==> src/rtl/instr_sequencer.sv <==
// instr_sequencer: multi-cycle control FSM for the picoMIPS datapath.
// Sequences each instruction as FETCH then EXEC, with switch-handshake wait
// states for IN and a terminal HALT.
//
// Optional build macro STEP_MODE_EN adds a 'step' push-button input. With it,
// FETCH waits for a debounced rising edge of step, which gives
// single-instruction stepping.
//
// state        | meaning
// -------------+------------------------------------------------------------
// FETCH        | ROM opcode settling; no outputs; holds here until step (step mode)
// EXEC         | decode held opcode and drive datapath controls for one cycle
// WAIT_PRESS   | IN with hold_en: wait for debounced switch = 1, then write once
// WAIT_RELEASE | wait for debounced switch = 0, then advance the PC once
// HALT         | absorbing; halted = 1 until reset
module instr_sequencer #(
    parameter int DB_CYCLES = 3,
    parameter int DB_W      = 2
) (
    input  logic       clk,
    input  logic       reset,
    input  logic [2:0] opcode,
    input  logic       hold_en,
    input  logic       sw_raw,
`ifdef STEP_MODE_EN
    input  logic       step,
`endif
    output logic       pc_en,
    output logic       pc_branch,
    output logic       w,
    output logic       write_select,
    output logic       imm,
    output logic       func,
    output logic       led_load,
    output logic       halted
);

    typedef enum logic [2:0] {
        S_FETCH        = 3'd0,
        S_EXEC         = 3'd1,
        S_WAIT_PRESS   = 3'd2,
        S_WAIT_RELEASE = 3'd3,
        S_HALT         = 3'd4
    } state_t;

    localparam logic [2:0] OP_NOP  = 3'b000;
    localparam logic [2:0] OP_ADD  = 3'b001;
    localparam logic [2:0] OP_ADDI = 3'b010;
    localparam logic [2:0] OP_MUL  = 3'b011;
    localparam logic [2:0] OP_MULI = 3'b100;
    localparam logic [2:0] OP_IN   = 3'b101;
    localparam logic [2:0] OP_BR   = 3'b110;
    localparam logic [2:0] OP_HALT = 3'b111;

    // The debounced value flips on the sample that completes the run.
    localparam logic [DB_W-1:0] DB_LAST = DB_W'(DB_CYCLES - 1);

    state_t          state;
    state_t          state_next;

    logic            sw_meta;
    logic            sw_sync;
    logic            sw_db;
    logic [DB_W-1:0] sw_cnt;
    logic            step_go;

    // Two-flop synchroniser for the asynchronous switch.
    always_ff @(posedge clk or negedge reset) begin
        if (!reset) begin
            sw_meta <= 1'b0;
            sw_sync <= 1'b0;
        end else begin
            sw_meta <= sw_raw;
            sw_sync <= sw_meta;
        end
    end

    // Switch debounce: a run of differing samples flips the value, any matching sample restarts the run.
    always_ff @(posedge clk or negedge reset) begin
        if (!reset) begin
            sw_db  <= 1'b0;
            sw_cnt <= '0;
        end else if (sw_sync == sw_db) begin
            sw_cnt <= '0;
        end else if (sw_cnt == DB_LAST) begin
            sw_db  <= sw_sync;
            sw_cnt <= '0;
        end else begin
            sw_cnt <= sw_cnt + 1'b1;
        end
    end

`ifdef STEP_MODE_EN
    logic            step_meta;
    logic            step_sync;
    logic            step_db;
    logic            step_db_d;
    logic [DB_W-1:0] step_cnt;

    // Two-flop synchroniser for the step button.
    always_ff @(posedge clk or negedge reset) begin
        if (!reset) begin
            step_meta <= 1'b0;
            step_sync <= 1'b0;
        end else begin
            step_meta <= step;
            step_sync <= step_meta;
        end
    end

    // Step debounce, plus a delayed copy for rising-edge detection.
    always_ff @(posedge clk or negedge reset) begin
        if (!reset) begin
            step_db   <= 1'b0;
            step_db_d <= 1'b0;
            step_cnt  <= '0;
        end else begin
            step_db_d <= step_db;
            if (step_sync == step_db) begin
                step_cnt <= '0;
            end else if (step_cnt == DB_LAST) begin
                step_db  <= step_sync;
                step_cnt <= '0;
            end else begin
                step_cnt <= step_cnt + 1'b1;
            end
        end
    end

    // A rising edge seen outside FETCH is simply dropped.
    assign step_go = step_db & ~step_db_d;
`else
    assign step_go = 1'b1;
`endif

    // State register.
    always_ff @(posedge clk or negedge reset) begin
        if (!reset) state <= S_FETCH;
        else        state <= state_next;
    end

    // Next-state logic.
    always_comb begin
        state_next = state;
        unique case (state)
            S_FETCH: begin
                if (step_go) state_next = (opcode == OP_HALT) ? S_HALT : S_EXEC;
            end
            S_EXEC: begin
                state_next = (opcode == OP_IN && hold_en) ? S_WAIT_PRESS : S_FETCH;
            end
            S_WAIT_PRESS: begin
                if (sw_db) state_next = S_WAIT_RELEASE;
            end
            S_WAIT_RELEASE: begin
                if (!sw_db) state_next = S_FETCH;
            end
            S_HALT: begin
                state_next = S_HALT;
            end
            default: begin
                state_next = S_FETCH;
            end
        endcase
    end

    // Output decode from state, held opcode and debounced switch; FETCH drives nothing.
    always_comb begin
        pc_en        = 1'b0;
        pc_branch    = 1'b0;
        w            = 1'b0;
        write_select = 1'b0;
        imm          = 1'b0;
        func         = 1'b0;
        led_load     = 1'b0;
        halted       = 1'b0;
        unique case (state)
            S_EXEC: begin
                unique case (opcode)
                    OP_NOP: begin
                        pc_en = 1'b1;
                    end
                    OP_ADD: begin
                        w     = 1'b1;
                        pc_en = 1'b1;
                    end
                    OP_ADDI: begin
                        w        = 1'b1;
                        imm      = 1'b1;
                        led_load = 1'b1;
                        pc_en    = 1'b1;
                    end
                    OP_MUL: begin
                        w     = 1'b1;
                        func  = 1'b1;
                        pc_en = 1'b1;
                    end
                    OP_MULI: begin
                        w     = 1'b1;
                        imm   = 1'b1;
                        func  = 1'b1;
                        pc_en = 1'b1;
                    end
                    OP_IN: begin
                        w            = ~hold_en;
                        write_select = ~hold_en;
                        pc_en        = ~hold_en;
                    end
                    OP_BR: begin
                        pc_branch = 1'b1;
                    end
                    default: begin
                    end
                endcase
            end
            S_WAIT_PRESS: begin
                w            = sw_db;
                write_select = sw_db;
            end
            S_WAIT_RELEASE: begin
                pc_en = ~sw_db;
            end
            S_HALT: begin
                halted = 1'b1;
            end
            default: begin
            end
        endcase
    end

endmodule

==> config.mk <==
export PLATFORM = sky130hd
export DESIGN_NAME = instr_sequencer
export DESIGN_NICKNAME = d
export VERILOG_FILES = /design/src/rtl/instr_sequencer.sv
export SDC_FILE = /design/constraint.sdc
export NUM_CORES = 1
export LEC_CHECK = 0
export BUFFER_PORTS_ARGS = -buffer_cell sky130_fd_sc_hd__clkbuf_2
export CORE_AREA = 2 2 39 41
export DETAILED_ROUTE_END_ITERATION = 10
export DIE_AREA = 0 0 41 43
export GPL_TIMING_DRIVEN = 0
export SETUP_SLACK_MARGIN = 0.4
export SLEW_MARGIN = 30
export SYNTH_ARGS = -nofsm -noshare
export SYNTH_HDL_FRONTEND = slang
export SYNTH_SLANG_ARGS = --single-unit
==> constraint.sdc <==
create_clock -name clk -period 1.7 [get_ports clk]
set_clock_uncertainty 0.15 [all_clocks]
set_input_delay 0 -clock clk [delete_from_list [all_inputs] [get_ports clk]]
set_output_delay 0 -clock clk [all_outputs]
set_load 0.02 [all_outputs]
==> results of run 1 <==
## placed cells by master, fill, tap and decap left out
master,n
dfrtp_2,1
a21oi_2,1
and2b_1,1
nand3b_4,1
nand3b_1,4
o22ai_1,1
inv_2,1
clkbuf_4,3
nand2_2,1
buf_4,12
and4bb_2,1
nor2_1,1
nand2_1,1
nor4b_2,1
xnor2_1,2
nor3_1,4
nor3b_1,2
a31oi_1,1
dlygate4sd3_1,5
buf_8,1
o31ai_2,2
a311o_1,1
dfrtp_1,7
mux2_2,1
or3_4,1
buf_2,3
buf_6,3
clkbuf_2,3
a21oi_1,3
nor2b_1,3
## kinds of logic (layout without fill, tap and decap cells)
| group | after synthesis | in the layout |
|---|---|---|
| DFF | 8 | 8 |
| xor gates and xnor gates | 2 | 2 |
| and+or+nand+nor | 21 | 21 |
| buffers and inverters | 4 | 31 |
| AOI/OAI and AO/OA | 9 | 9 |
| muxes | 1 | 1 |
## sequential cells by signal (all words and copies together), names as in the netlist
name and count:
state 3, sw_cnt 2, sw_meta 1, sw_sync 1, sw_db 1
## critical path: cells and delay by family, from the launching register on
family	cells	cell delay, ns
buffers and inverters	1	0.18
and+or+nand+nor	2	0.49
DFF	1	0.42
## routing by layer
layer,vias to the layer above,part of all wire,wire [um]
met1,202,0.44,434
met4,0,0,0
met2,8,0.53,525
met5,-,0,0
li1,219,-,-
met3,0,0.032,32
## layout make-up
type                       instances  area [um^2]  share of cell area
buffer                             3        21.27             0.02911
multi-input combinational         33        264.0              0.3613
timing repair buffer              24        197.7              0.2705
inverter                           1        3.754            0.005137
clock buffer                       3        22.52             0.03082
sequential                         8        201.4              0.2757
tap                               16        20.02             0.02740
## where the power goes
group	switching, W	leakage, nW	total, W	internal, W
Clock	0.0000538	0.0138	0.000134	0.0000801
Combinational	0.000225	0.212	0.000520	0.000295
Sequential	0.0000714	0.0994	0.000325	0.000254
Total	0.000350	0.325	0.000979	0.000629
## final timing paths
| path | start | endpoint | slack, ns | cells after the start |
|---|---|---|---|---|
| setup / recovery | state[2] | led_load | 0.22 | 3 |
| hold / removal | opcode[1] | state[2] | 0.03 | 3 |
| setup reg to reg | state[1] | state[0] | 0.44 | 3 |
| hold reg to reg | sw_meta | sw_sync | 0.21 | 0 |
| max in group asynchronous | reset | state[0] | 0.54 | 3 |
| min in group asynchronous | reset | sw_cnt[1] | 0.58 | 3 |
## per-stage QoR
stage | utilization | setup slack, ns | cell area [um^2] | hold WS, ns
floorplan | - | 0.3947 | 478.0 | -0.4456
global placement | 0.3996 | 0.3783 | 553.0 | -0.3007
detailed placement | 0.3996 | 0.3675 | 553.0 | -0.2981
CTS | 0.5099 | 0.1779 | 705.7 | 0.02193
global route | 0.5280 | 0.1429 | 730.7 | 0.03266
finish | 0.5280 | 0.2202 | 730.7 | 0.03035
## timing repair
item                                   4_1_cts  5_1_grt
endpoints found under the hold margin       11        0
resized for setup                           10       13
pin swaps                                    1        1
setup buffers                                7        1
setup endpoints to repair                    8        9
hold buffers                                 5        0
==> metrics.yaml, run 1 <==
outcome:
  status: "completed"
detailed_routing:
  drt-initial-drc-count: 3
  post-route-drc-count: 0
  wl_per_cell_um: 11.27
  vias: 429
  dr.pass1.iters: 2
  wl_um: 992
  via_per_inst: 4.875
  ant_nets: 0
worst_setup_path:
  cp_slowest_cell: "dfrtp_1"
  end_kind: "output pin"
  cp_cell_sequence: "nand3b_4 > nor4b_2 > buf_4"
  startpoint_type: "register"
  cp.required_ns: 1.55
  worst-path-max-fanout: 6
  worstPathArrival_ns: 1.33
  slowest_delay_ns: 0.42
  crit_type: "register to output pin"
flow_run:
  maxCapViolations: 0
yosys:
  ys_async_sr_fraction: 1.000
  synth_fp_nets: 52
  syn_area_per_cell_um2: 10.26
  synth_mux_area_frac: 0.02439
  synth_fa_ha_area_frac: 0
  synthCells: 45
  synth_edf_count: 0
  synth_seq_cells: 8
  synth_most_common_cell: "dfrtp_1"
  ys_top_cells_by_area: "dfrtp_1, nand3b_1, a21oi_1"
  yosys.area_share.simple: 0.3252
  yosys.area.top_type: "dfrtp_1"
  synth_warnings: 0
  synth_top_area_share: 0.4336
  synth_top_family_by_area: "simple AND/OR/NAND/NOR gates"
  ys_seq_area_frac: 0.4336
  synthXorXnorAreaFrac: 0.03794
  ys_top_cells_by_count: "dfrtp_1, a21oi_1, nand3b_1, nor3_1, nor2b_1"
  syn_area_um2: 461.7
  synth_compound_area_frac: 0.1247
  yosys.cell_types.count: 22
  ys.flop_type: "dfrtp_1"
sta:
  hold_viol_final: 0
  fin_crit_ns: 1.480
  slew_headroom: 0.7677
  max_freq_mhz: 675.8
  worstMarginPinSlew_ns: 0.3472
  setup_tns_ns: 0
  min_period_over_period: 0.8705
  final-max-slew-violation-count: 0
  grt_setup_unrepaired: "true"
  setup_violations: 0
global_routing:
  grt_util_met2: 0.2250
  gr-total-overflow: 0
  grt_use_met3: 0.01571
  grt_pass1_vias: 406
  antenna_found_initial: 0
  grt_max_degree: 11
  busiest_layer: "met2"
  grt_pass1_wl_um: 1587
  grt_usage: 0.1334
  gr-usage-met1: 0.1481
layout:
  instances_no_fill: 88
  fillerInstances: 135
  drive_gt1_frac: 0.5000
  nets: 81
  antenna_cells: 0
  area_growth_pct: 58.27
pwr:
  cellLeakagePower_nw: 0.3254
  vdd_drop_max_v: 0.0005301
  total_power_w: 0.0009793
  p_per_area_mw_per_mm2: 1340
floorplan:
  pin_count: 15
  num_rows: 14
  start_util: 0.3336
  die_y_um: 43
  core-area_mm2: 0.001384
  die-area_mm2: 0.001763
  die_w_um: 41
placed_design:
  hpwl_um: 618.5
  dpl.cell_count: 72
  place_congestion: 0.6344
  io_buffer_count: 11
hold_path:
  hp-class: "primary input to register"
clock_network:
  root_buffer: "clkbuf_4"
  clk-insertion-delay-late_ns: 0.24
  cts_tree: "yes"
  clockBufferDepth: 2
  cts_made_buffers: 3
  h-tree-depth: 1
  clk_pin_slew_ns: 0.05
  cts.sinks: 8
(Power assumes the default switching activity.)
==> run 2, diff against run 1 <==
--- a/config.mk
+++ b/config.mk
@@ -10,7 +10,7 @@
 export DETAILED_ROUTE_END_ITERATION = 10
 export DIE_AREA = 0 0 41 43
 export GPL_TIMING_DRIVEN = 0
-export SETUP_SLACK_MARGIN = 0.4
+export SETUP_SLACK_MARGIN = 0.2
 export SLEW_MARGIN = 30
 export SYNTH_ARGS = -nofsm -noshare
 export SYNTH_HDL_FRONTEND = slang
==> run 2 against run 1 <==
Utilization shrank 4.5 points. Clock power is essentially flat. Critical endpoint is now write_select. First-iteration DRC count grew 67%.
==> metrics.yaml, run 2 (synthesis gave the netlist of run 1 again) <==
sta:
  final-max-slew-violation-count: 0  # unchanged
  setup_tns_ns: 0  # unchanged
  setup_violations: 0  # unchanged
  slew_headroom: 0.7628  # -0.004944
  min_period_over_period: 0.8783  # +0.007830
  max_freq_mhz: 669.7  # -0.89%
  hold_viol_final: 0  # unchanged
  fin_crit_ns: 1.493  # +0.01331 ns
  grt_setup_unrepaired: "true"
  worstMarginPinSlew_ns: 0.3546  # +0.007391 ns
  setup_ws_ns: 0.2069  # -0.01331 ns
placed_design:
  io_buffer_count: 11  # unchanged
  dpl.cell_count: 72  # unchanged
  dpl_worst_slack_ns: 0.3822  # +0.01467 ns
  hpwl_um: 630.8  # +2.0%
  place_congestion: 0.6134  # -3.3%
pwr:
  vdd_drop_max_v: 0.0007574  # +43%
  cellLeakagePower_nw: 0.2974  # -8.6%
  p_per_area_mw_per_mm2: 1412  # +5.4%
floorplan:
  pin_count: 15  # unchanged
  die_y_um: 43  # unchanged
  core-area_mm2: 0.001384  # unchanged
  die_w_um: 41  # unchanged
  die-area_mm2: 0.001763  # unchanged
  start_util: 0.3336  # unchanged
  num_rows: 14  # unchanged
clock_network:
  cts_made_buffers: 3  # unchanged
  cts_tree: "yes"
  root_buffer: "clkbuf_4"
  clockBufferDepth: 2  # unchanged
  clk-insertion-delay-late_ns: 0.25  # about the same
  cts.sinks: 8  # unchanged
  clk_pin_slew_ns: 0.05  # about the same
  h-tree-depth: 1  # unchanged
detailed_routing:
  via_per_inst: 4.940  # +1.3%
  wl_per_cell_um: 10.61  # -5.9%
  dr.pass1.iters: 3  # +1
  wl_um: 891  # -10%
  post-route-drc-count: 0  # unchanged
  vias: 415  # -3.3%
  ant_nets: 0  # unchanged
  drt-initial-drc-count: 5  # +2
layout:
  fillerInstances: 134  # -0.74%
  area_growth_pct: 44.72
  largest_reg_flops: 3  # unchanged
  instances_no_fill: 84  # -4.5%
  drive_gt1_frac: 0.4412  # -0.05882
  multi_input_area_um2: 247.7  # -6.2%
  top_register: "state"
  final-seq-area_um2: 202.7  # +0.62%
  antenna_cells: 0  # unchanged
  reg_top3: "state: 3 flops, sw_cnt: 2 flops"
  nets: 77  # -4.9%
  final_cell_mix: "clkbuf_2, dfrtp_1, buf_2, buf_4"
worst_setup_path:
  startpoint_type: "register"
  worst-path-max-fanout: 4  # -2
  worstPathArrival_ns: 1.34  # about the same
  end_kind: "output pin"
  crit_type: "register to output pin"
  cp.required_ns: 1.55  # about the same
global_routing:
  grt_pass1_vias: 358  # -12%
  grt_usage: 0.1223  # -0.01108
  grt_pass1_wl_um: 1469  # -7.4%
  grt_max_degree: 11  # unchanged
  gr-total-overflow: 0  # unchanged
  antenna_found_initial: 0  # unchanged
outcome:
  status: "completed"
hold_path:
  hp-class: "primary input to register"
flow_run:
  maxCapViolations: 0  # unchanged
run 2: through the flow:
stage / hold WS (ns) / util / instance area, um^2 / power (W)
final: 0.01088 / 0.4828 / 668.1 / 0.0009437
after floorplan: -0.4456 / - / 467.9 / 0.0005783
after global placement: -0.3004 / 0.3924 / 543.0 / 0.0006618
after detailed placement: -0.2972 / 0.3924 / 543.0 / 0.0006729
after global routing: 0.07555 / 0.4828 / 668.1 / 0.001011
after CTS: 0.03148 / 0.4892 / 676.9 / 0.0009611
run 2: critical path, cell delays in order (launching register included):
cell	delay [ns]
dfrtp_2	0.44
or3_4	0.40
o31ai_1	0.08
buf_4	0.19
run 2: area by class of cell:
cell class              count  share of cell area
inverters                   1            0.005618
plain buffers               3             0.03184
flip-flops and latches      8              0.3034
well taps                  16             0.02996
clock buffers               3             0.03371
multi-input cells          33              0.3708
repair buffers             20              0.2247
run 2: timing repair:
action,CTS,global route
pin swaps,0,0
endpoints found under the hold margin,11,0
gates cloned,0,0
setup endpoints to repair,4,6
resized for setup,5,5
hold buffers,5,0
buffers inserted,5,0
run 2: layer usage:
| layer | GRT usage | part of all wire | up-vias |
|---|---|---|---|
| li1 | - | - | 213 |
| met4 | 0.08000 | 0 | 0 |
| met3 | 0.01571 | 0.028 | 0 |
| met5 | 0 | 0 | - |
| met1 | 0.1757 | 0.47 | 196 |
| met2 | 0.1656 | 0.50 | 6 |
run 2: report_power, final:
part | internal [W] | total [W] | switching, W
clock network | 0.0000803 | 0.000137 | 0.0000570
logic | 0.000268 | 0.000492 | 0.000224
registers | 0.000255 | 0.000314 | 0.0000594
total | 0.000604 | 0.000944 | 0.000340
run 2: final timing paths:
| kind | startpoint | endpoint | slack (ns) | cells after the start |
|---|---|---|---|---|
| max | state[0] | write_select | 0.21 | 3 |
| min | opcode[2] | state[2] | 0.01 | 3 |
| max reg2reg | state[1] | state[0] | 0.43 | 3 |
| min reg2reg | sw_meta | sw_sync | 0.19 | 0 |
| max in group asynchronous | reset | state[2] | 0.55 | 3 |
| min in group asynchronous | reset | sw_cnt[1] | 0.56 | 3 |
==> run 3, diff against run 2 <==
==> constraint.sdc (replaced) <==
create_clock -name clk -period 1.7 [get_ports clk]
set_clock_uncertainty 0.15 [all_clocks]
set_input_delay 0 -clock clk [delete_from_list [all_inputs] [get_ports clk]]
set_output_delay 0 -clock clk [all_outputs]
set_load 0.005 [all_outputs]
==> run 3 against run 2 <==
Sequential power is 4% higher. Count of clock-buffer cells in the layout stayed put. Critical endpoint is now w. First-iteration DRC count increased by 40%. Worst setup slack gained 0.026 ns. Wire length grew 22%.
==> metrics.yaml, run 3 (synthesis gave the netlist of run 1 again) <==
worst_setup_path:
  worstPathArrival_ns: 1.32  # -0.02 ns
  startpoint_type: "register"
  cp.required_ns: 1.55  # about the same
  crit_type: "register to output pin"
  worst-path-max-fanout: 4  # unchanged
  end_kind: "output pin"
clock_network:
  cts_tree: "yes"
  cts_made_buffers: 3  # unchanged
  clk-insertion-delay-late_ns: 0.25  # about the same
  cts.sinks: 8  # unchanged
  root_buffer: "clkbuf_4"
  clk_pin_slew_ns: 0.05  # about the same
  h-tree-depth: 1  # unchanged
  clockBufferDepth: 2  # unchanged
detailed_routing:
  drt-initial-drc-count: 7  # +2
  ant_nets: 0  # unchanged
  post-route-drc-count: 0  # unchanged
  dr.pass1.iters: 4  # +1
  wl_per_cell_um: 12.40  # +17%
  vias: 451  # +8.7%
  via_per_inst: 5.125  # +3.7%
  wl_um: 1091  # +22%
sta:
  final-max-slew-violation-count: 0  # unchanged
  fin_crit_ns: 1.467  # -0.02591 ns
  setup_ws_ns: 0.2328  # +0.02591 ns
  setup_tns_ns: 0  # unchanged
  slew_headroom: 0.7705  # +0.007701
  grt_setup_unrepaired: "true"
  setup_violations: 0  # unchanged
  max_freq_mhz: 681.6  # +1.8%
  hold_viol_final: 0  # unchanged
  worstMarginPinSlew_ns: 0.3431  # -0.01151 ns
  min_period_over_period: 0.8631  # -0.01524
outcome:
  status: "completed"
floorplan:
  die-area_mm2: 0.001763  # unchanged
  die_w_um: 41  # unchanged
  num_rows: 14  # unchanged
  start_util: 0.3336  # unchanged
  core-area_mm2: 0.001384  # unchanged
  pin_count: 15  # unchanged
  die_y_um: 43  # unchanged
placed_design:
  place_congestion: 0.6073  # -0.99%
  io_buffer_count: 11  # unchanged
  dpl_worst_slack_ns: 0.4391  # +0.05697 ns
  hpwl_um: 633.4  # +0.41%
layout:
  area_growth_pct: 55.01
  drive_gt1_frac: 0.5000  # +0.05882
  final_common_cell: "clkbuf_2"
  largest_reg_flops: 3  # unchanged
  nets: 81  # +5.2%
  reg_top3: "state: 3 flops, sw_cnt: 2 flops"
  antenna_cells: 0  # unchanged
  top_register: "state"
  final_cell_mix: "clkbuf_2, buf_4, dfrtp_1"
global_routing:
  gr-total-overflow: 0  # unchanged
  grt_pass1_vias: 377  # +5.3%
  grt_pass1_wl_um: 1490  # +1.4%
  grt_max_degree: 11  # unchanged
  grt_usage: 0.1291  # +0.006741
  antenna_found_initial: 0  # unchanged
hold_path:
  hp-class: "primary input to register"
flow_run:
  maxCapViolations: 0  # unchanged
pwr:
  vdd_drop_max_v: 0.0005329  # -30%
  cellLeakagePower_nw: 0.3231  # +8.6%
  p_per_area_mw_per_mm2: 1321  # -6.4%
run 3: changes by cell type in the layout (fill, tap and decap cells not counted), sizes merged:
| cell | previous run | this run |
|---|---|---|
| buf | 12 | 13 |
| dlygate4sd3 | 4 | 5 |
| clkbuf | 10 | 12 |
run 3: area by class of cell:
cell class | instances | area (um^2)
clock buffers | 3 | 22.52
repair buffers | 24 | 177.7
well taps | 16 | 20.02
inverters | 1 | 3.754
plain buffers | 3 | 21.27
fillers | 137 | 668.1
multi-input cells | 33 | 267.8
flip-flops and latches | 8 | 202.7
run 3: power breakdown:
part	leakage [nW]	internal (W)	total (W)	switching, W
clock	0.0138	0.0000804	0.000139	0.0000589
combinational	0.211	0.000293	0.000479	0.000186
sequential	0.0979	0.000255	0.000328	0.0000727
total	0.323	0.000628	0.000946	0.000317
run 3: critical path, stage by stage (launching register included):
cell,delay (ns)
dfrtp_1,0.42
nand2_2,0.09
or3_4,0.35
o31ai_1,0.07
buf_2,0.15
run 3: routing by layer:
layer	wire length (um)	track usage	up-vias
li1	-	-	218
met1	436	0.1371	217
met2	590	0.2031	12
met3	30	0.01571	4
met4	34	0.1200	0
met5	0	0	-
run 3: final timing paths:
check                          start         to  slack, ns  depth (start not counted)
max reg2reg                 state[1]   state[0]       0.43                          3
min                        opcode[1]   state[2]       0.04                          3
max in group asynchronous      reset   state[2]       0.57                          3
max                            sw_db          w       0.23                          4
min reg2reg                  sw_meta    sw_sync       0.20                          0
min in group asynchronous      reset  sw_cnt[1]       0.56                          3
run 3: stage by stage:
stage	instances	total power [W]	utilization	hold slack [ns]	instance area, um^2
2_1_floorplan	45	0.0005223	-	-0.4456	461.7
3_3_place_gp	72	0.0006036	0.3879	-0.2997	536.8
3_5_place_dp	72	0.0006159	0.3879	-0.2992	536.8
4_1_cts	85	0.0008784	0.4774	0.02742	660.6
5_1_grt	88	0.001013	0.5172	0.04429	715.7
6_report	88	0.0009458	0.5172	0.03676	715.7
run 3: timing repair:
item	4_1_cts	5_1_grt
setup buffers	5	3
hold buffers	5	0
endpoints found under the hold margin	11	0
setup endpoints to repair	4	3
gates resized for setup	2	9
